### config.mk
export PLATFORM = sky130hd
export DESIGN_NAME = ppu_vram_arbiter
export DESIGN_NICKNAME = d
export VERILOG_FILES = /design/src/rtl/ppu_vram_arbiter.sv
export SDC_FILE = /design/constraint.sdc
export NUM_CORES = 1
export LEC_CHECK = 0
export BUFFER_PORTS_ARGS = -buffer_cell sky130_fd_sc_hd__buf_4
export CAP_MARGIN = 30
export CORE_UTILIZATION = 45
export DETAILED_ROUTE_END_ITERATION = 10
export HOLD_SLACK_MARGIN = 0.03
export PLACE_DENSITY = 0.82
export RECOVER_POWER = 25
export SLEW_MARGIN = 20
export SYNTH_ARGS = -nofsm -noshare
export SYNTH_HDL_FRONTEND = slang
export SYNTH_SLANG_ARGS = --single-unit
### constraint.sdc
create_clock -name clk -period 2.2 [get_ports clk]
set_clock_uncertainty 0.1 [all_clocks]
set_input_delay 0.44 -clock clk [delete_from_list [all_inputs] [get_ports clk]]
set_output_delay 0.44 -clock clk [all_outputs]
set_load 0.05 [all_outputs]
### src/rtl/ppu_vram_arbiter.sv
// ppu_vram_arbiter: shares the PPU VRAM bus between the renderer and CPU $2007 port.
// Every access is two cycles, ISSUE then DATA. The renderer wins ties.
// The pattern ROM (CHR) range is read-only. Palette space is never written and reads back 0x00.
// Optional starvation guard: define PPU_ARB_STARVE_GUARD_EN to give the CPU one grant
// after STARVE_LIMIT consecutive renderer grants made while the CPU was waiting.
// Without the macro, priority is strictly renderer-first and there is no counter.
module ppu_vram_arbiter #(
  parameter int STARVE_LIMIT = 8
) (
  input  logic        clk,
  input  logic        reset,
  input  logic        rnd_req,
  input  logic [15:0] rnd_addr,
  output logic [7:0]  rnd_data,
  output logic        rnd_valid,
  input  logic        cpu_req,
  input  logic        cpu_we,
  input  logic [15:0] cpu_addr,
  input  logic [7:0]  cpu_wdata,
  output logic        cpu_ack,
  output logic [7:0]  cpu_rdata,
  input  logic        mirror_v,
  output logic [10:0] vram_addr,
  output logic        vram_we,
  output logic [7:0]  vram_wdata,
  input  logic [7:0]  vram_rdata,
  output logic [12:0] chr_addr,
  input  logic [7:0]  chr_rdata
);

  typedef enum logic [1:0] {S_IDLE, S_ISSUE, S_DATA} state_t;
  typedef enum logic [1:0] {R_CHR, R_NT, R_PAL} region_t;

  // Decode uses only the low 14 bits; 0x3000-0x3EFF fall into the nametable range.
  function automatic region_t decode(input logic [13:0] a);
    region_t r;
    if (!a[13])                r = R_CHR;
    else if (a[13:8] == 6'h3F) r = R_PAL;
    else                       r = R_NT;
    return r;
  endfunction

  state_t        state_q, state_d;
  region_t       region_q, region_d;
  logic          owner_cpu_q, owner_cpu_d;
  logic          we_q, we_d;
  logic [10:0]   vram_addr_q, vram_addr_d;
  logic [12:0]   chr_addr_q, chr_addr_d;
  logic          vram_we_q, vram_we_d;
  logic [7:0]    vram_wdata_q, vram_wdata_d;
  logic          rnd_valid_q, rnd_valid_d;
  logic          cpu_ack_q, cpu_ack_d;
  logic [7:0]    rnd_data_q, rnd_data_d;
  logic [7:0]    cpu_rdata_q, cpu_rdata_d;

  logic          any_req;
  logic          arb_start;
  logic          grant_cpu;
  logic [13:0]   win_addr;
  region_t       win_region;
  logic          win_we;
  logic [10:0]   win_vaddr;
  logic [7:0]    rdata_sel;

  // The top two address bits are discarded by design.
  logic [3:0]    unused_addr_hi;
  assign unused_addr_hi = {rnd_addr[15:14], cpu_addr[15:14]};

  assign any_req   = rnd_req | cpu_req;
  assign arb_start = ((state_q == S_IDLE) || (state_q == S_DATA)) && any_req;

`ifdef PPU_ARB_STARVE_GUARD_EN
  localparam int CW = (STARVE_LIMIT < 2) ? 1 : $clog2(STARVE_LIMIT + 1);
  localparam logic [CW-1:0] LIMIT_C = CW'(STARVE_LIMIT);

  logic [CW-1:0] starve_cnt_q, starve_cnt_d;
  logic          force_cpu;

  assign force_cpu = cpu_req && (starve_cnt_q >= LIMIT_C);
  assign grant_cpu = cpu_req && (!rnd_req || force_cpu);

  // Count renderer grants that jumped ahead of a waiting CPU; any CPU grant or idle CPU clears it.
  always_comb begin
    starve_cnt_d = starve_cnt_q;
    if (!cpu_req) begin
      starve_cnt_d = '0;
    end else if (arb_start) begin
      if (grant_cpu)                    starve_cnt_d = '0;
      else if (starve_cnt_q != LIMIT_C) starve_cnt_d = starve_cnt_q + 1'b1;
    end
  end

  // Starvation counter register.
  always_ff @(posedge clk) begin
    if (reset) starve_cnt_q <= '0;
    else       starve_cnt_q <= starve_cnt_d;
  end
`else
  logic [31:0] unused_limit;
  assign unused_limit = STARVE_LIMIT;
  assign grant_cpu    = cpu_req && !rnd_req;
`endif

  assign win_addr   = grant_cpu ? cpu_addr[13:0] : rnd_addr[13:0];
  assign win_region = decode(win_addr);
  assign win_we     = grant_cpu & cpu_we;
  assign win_vaddr  = mirror_v ? {win_addr[10], win_addr[9:0]} : {win_addr[11], win_addr[9:0]};

  // Read data for the access in DATA; palette space reads as zero.
  always_comb begin
    rdata_sel = 8'h00;
    case (region_q)
      R_CHR:   rdata_sel = chr_rdata;
      R_NT:    rdata_sel = vram_rdata;
      default: rdata_sel = 8'h00;
    endcase
  end

  // Strobes are suppressed while reset is high so an abandoned access never completes.
  assign rnd_valid  = rnd_valid_q & ~reset;
  assign cpu_ack    = cpu_ack_q & ~reset;
  assign rnd_data   = rnd_valid ? rdata_sel : rnd_data_q;
  assign cpu_rdata  = (cpu_ack && !we_q) ? rdata_sel : cpu_rdata_q;
  assign vram_addr  = vram_addr_q;
  assign chr_addr   = chr_addr_q;
  assign vram_we    = vram_we_q;
  assign vram_wdata = vram_wdata_q;

  // Next-state, winner latch and strobe generation.
  always_comb begin
    state_d      = state_q;
    region_d     = region_q;
    owner_cpu_d  = owner_cpu_q;
    we_d         = we_q;
    vram_addr_d  = vram_addr_q;
    chr_addr_d   = chr_addr_q;
    vram_we_d    = 1'b0;
    vram_wdata_d = vram_wdata_q;
    rnd_valid_d  = 1'b0;
    cpu_ack_d    = 1'b0;
    rnd_data_d   = rnd_data;
    cpu_rdata_d  = cpu_rdata;

    case (state_q)
      S_IDLE:  if (any_req) state_d = S_ISSUE;
      S_ISSUE: begin
        state_d     = S_DATA;
        rnd_valid_d = !owner_cpu_q;
        cpu_ack_d   = owner_cpu_q;
      end
      S_DATA:  state_d = any_req ? S_ISSUE : S_IDLE;
      default: state_d = S_IDLE;
    endcase

    if (arb_start) begin
      owner_cpu_d = grant_cpu;
      region_d    = win_region;
      we_d        = win_we;
      if (win_region == R_NT)  vram_addr_d = win_vaddr;
      if (win_region == R_CHR) chr_addr_d  = win_addr[12:0];
      if (win_we)              vram_wdata_d = cpu_wdata;
      vram_we_d = win_we && (win_region == R_NT);
    end
  end

  // State and output registers with synchronous reset.
  always_ff @(posedge clk) begin
    if (reset) begin
      state_q      <= S_IDLE;
      region_q     <= R_CHR;
      owner_cpu_q  <= 1'b0;
      we_q         <= 1'b0;
      vram_addr_q  <= '0;
      chr_addr_q   <= '0;
      vram_we_q    <= 1'b0;
      vram_wdata_q <= '0;
      rnd_valid_q  <= 1'b0;
      cpu_ack_q    <= 1'b0;
      rnd_data_q   <= '0;
      cpu_rdata_q  <= '0;
    end else begin
      state_q      <= state_d;
      region_q     <= region_d;
      owner_cpu_q  <= owner_cpu_d;
      we_q         <= we_d;
      vram_addr_q  <= vram_addr_d;
      chr_addr_q   <= chr_addr_d;
      vram_we_q    <= vram_we_d;
      vram_wdata_q <= vram_wdata_d;
      rnd_valid_q  <= rnd_valid_d;
      cpu_ack_q    <= cpu_ack_d;
      rnd_data_q   <= rnd_data_d;
      cpu_rdata_q  <= cpu_rdata_d;
    end
  end

endmodule

==> impl_results.md <==
- Status: completed
- DR iter-0 viols: 81
- Clock buffer depth: 2
- Wire per inst: 13.78 um
- Share of cells above drive strength 1: 0.4255
- Largest net degree at the start of global routing: 33
- Vias in the first global route: 2184
- Fmax: 0.4660 GHz
- PD cells: 724.7 mW/mm2
- Placed cell count: 429
- Synth cell types: 34
- Worst Hold Depth: 3
- GRT overflow: 0
- FP Rows: 26
- CTS Buf Count: 9
- R2R Path Start: state_q[0]
- Initial Util: 0.4771
- Hold crit path type: in2reg
- Leak pwr: 1.631 nW
- Final Non-Filler Cells: 446
- H-Tree Depth: 3
- Max VDD drop: 0.0004805 V
- Unrepaired setup endpoints after global routing: yes
- Chip width: 76.52 um
- Crit path arrival time: 1610 ps
- Syn nets: 319
- Post-DP HPWL: 4501 um
- Hold Path Origin: cpu_wdata[1]
- Pre-antenna DRT Iters: 4
- Max Slew Vio Count: 0
- Detail Route Antenna Nets: 0
- Multi-input gate area: 0.001281 mm2
- Crit path time final: 2146 ps
- Reg2reg setup slack: 440 ps
- Gpl congestion: 0.8134
- Critical path class: reg2out
- Clk pin slew, worst setup/hold paths: 60 ps
- # port buffers: 108
- ANT cells: 0
- Worst slew margin: 0.5715
- Clock Sinks: 57
- Clock Latency Late Sink: 320 ps
- Fin crit share: 0.9754
- DR vias/cell: 5.009
- Setup crit start kind: register
- Max-cap violation count: 0
- Hold endpoint: vram_wdata[1]
- DIE HEIGHT: 76.52 um
- Mapped Cells: 257
- Core ar.: 0.005238 mm2
- Root buffer cell: clkbuf_8
- Initial antenna violation count: 0
- Post-Place Cell Area: 0.003412 mm2
- Hold Slack: 259.1 ps
- Crit path max fanout: 4
- Worst slew pin tran: 645.5 ps
- Cell area after synthesis: 0.002499 mm2
- Via count: 2234
- CTS tree: built
- Area grow syn2layout: 45.52%
- Sequential element share of the synthesized area: 0.4567
- Drt drc: 0
- WL final: 6148 um
- Die ar.: 0.005855 mm2
- Synth warn: 0
- Commonest non-fill, non-tap cell in the layout: buf_4
- Avg Cell Area, Syn: 9.722 um2
- Reg2Reg Depth: 4
- First-pass GRT wire length: 9970 um
- CP required: 1660 ps
- Final Instance Area: 0.003636 mm2
- Synth Register Bits: 57
- R2R Path End: vram_addr[1]
- Synth area leader: dfxtp_1
- Ranking of synthesized cells by area: dfxtp_1 46%, mux2i_1 8.4%, mux2_2 7.2%
- Final setup fails: 0
- Most frequent cells in the layout: 98 x buf_4, 56 x dfxtp_1, 31 x nand2_1
- Nets: 433
- Overall global routing resource usage: 0.2156
- Top-area cell type share of the netlist area: 0.4567
- Fin util: 0.6942
- Crit end category: output port
- Reg area: 0.001142 mm2
- Filler instances: 423
- I/O pins: 113
- Fin. Hold Viols: 0
-- worst max-delay path, stage by stage, from the launching register on --
cell and delay, ps:
dfxtp_2 350, clkbuf_4 190, mux2i_1 190, nor2_1 70
mux2_2 290, buf_4 190
-- metal layers --
metal	track usage	routed length (um)
met1	0.2411	2580
met2	0.3712	3084
met3	0.07186	338
met4	0.09423	144
met5	0	0
-- how the worst max path moves through the flow --
stage                     start      endpoint  slack (ps)
finish              region_q[0]   rnd_data[6]          50
global route        region_q[0]   rnd_data[6]         -20
CTS                   cpu_ack_q  cpu_rdata[3]           1
detailed placement        reset  cpu_rdata[5]         110
global placement          reset  cpu_rdata[5]         110
floorplan                 reset  cpu_rdata[0]         120
-- metrics by stage --
stage | power (mW) | setup WS, ps | setup TNS [ps]
floorplan | 1.506 | 115.7 | 0
finish | 2.635 | 54.17 | 0
CTS | 2.665 | 1.479 | 0
detailed placement | 1.723 | 105.3 | 0
global placement | 1.715 | 111.8 | 0
global route | 2.753 | -17.39 | -23.34
-- cell families after synthesis --
logic type	count (synthesis)	synth area share
and+or+nand+nor	90	0.1818
DFF	57	0.4567
muxes	37	0.1562
buffers and inverters	20	0.04105
AOI/OAI and AO/OA	53	0.1642
-- timing repair --
item / CTS / global route
hold buffers: 0 / 0
buffers inserted: 0 / 0
setup endpoints to repair: 0 / 16
resized for setup: 0 / 20
-- power by group --
part | internal, mW | switching (mW) | leakage, nW
sequential | 1.09 | 0.0332 | 0.466
combinational | 0.226 | 0.353 | 1.07
clock | 0.551 | 0.384 | 0.0974
total | 1.86 | 0.770 | 1.63
-- synth_stat cells --
master	count
nand2b_1	2
inv_1	1
and2_1	17
nor2b_1	4
a211oi_4	1
a211o_1	11
o21ai_0	2
mux2i_1	21
a211oi_1	8
buf_1	1
nand4_1	1
a31oi_1	1
clkbuf_1	9
o21ai_1	9
nor2_1	17
nor3_1	2
buf_4	2
buf_6	2
nand2_1	31
nor4bb_1	1
nor2_2	7
mux2_2	16
o21bai_2	1
clkinv_1	1
and3_1	2
a211oi_2	7
a311o_1	1
dfxtp_1	57
a21oi_1	11
nand3b_1	2
nor4_1	1
and3b_1	3
buf_2	4
a221oi_1	1
-- area by class of cell --
type,instances,area share
Multi-Input combinational cell,180,0.3524
Sequential cell,57,0.3142
Timing Repair Buffer,121,0.2553
Clock buffer,13,0.04095
Tap cell,70,0.02409
Clock inverter,3,0.01101
Inverter,2,0.002065
-- flip-flops by register name, indices dropped and copies added (netlist names) --
register and cells:
chr_addr 13, cpu_ack_q 1, cpu_rdata_q 8, owner_cpu_q 1
region_q 2, rnd_data_q 8, rnd_valid_q 1, state_q 2
vram_addr 11, vram_wdata 8, vram_we 1, we_q 1
Power figures use the tool's default switching activity.
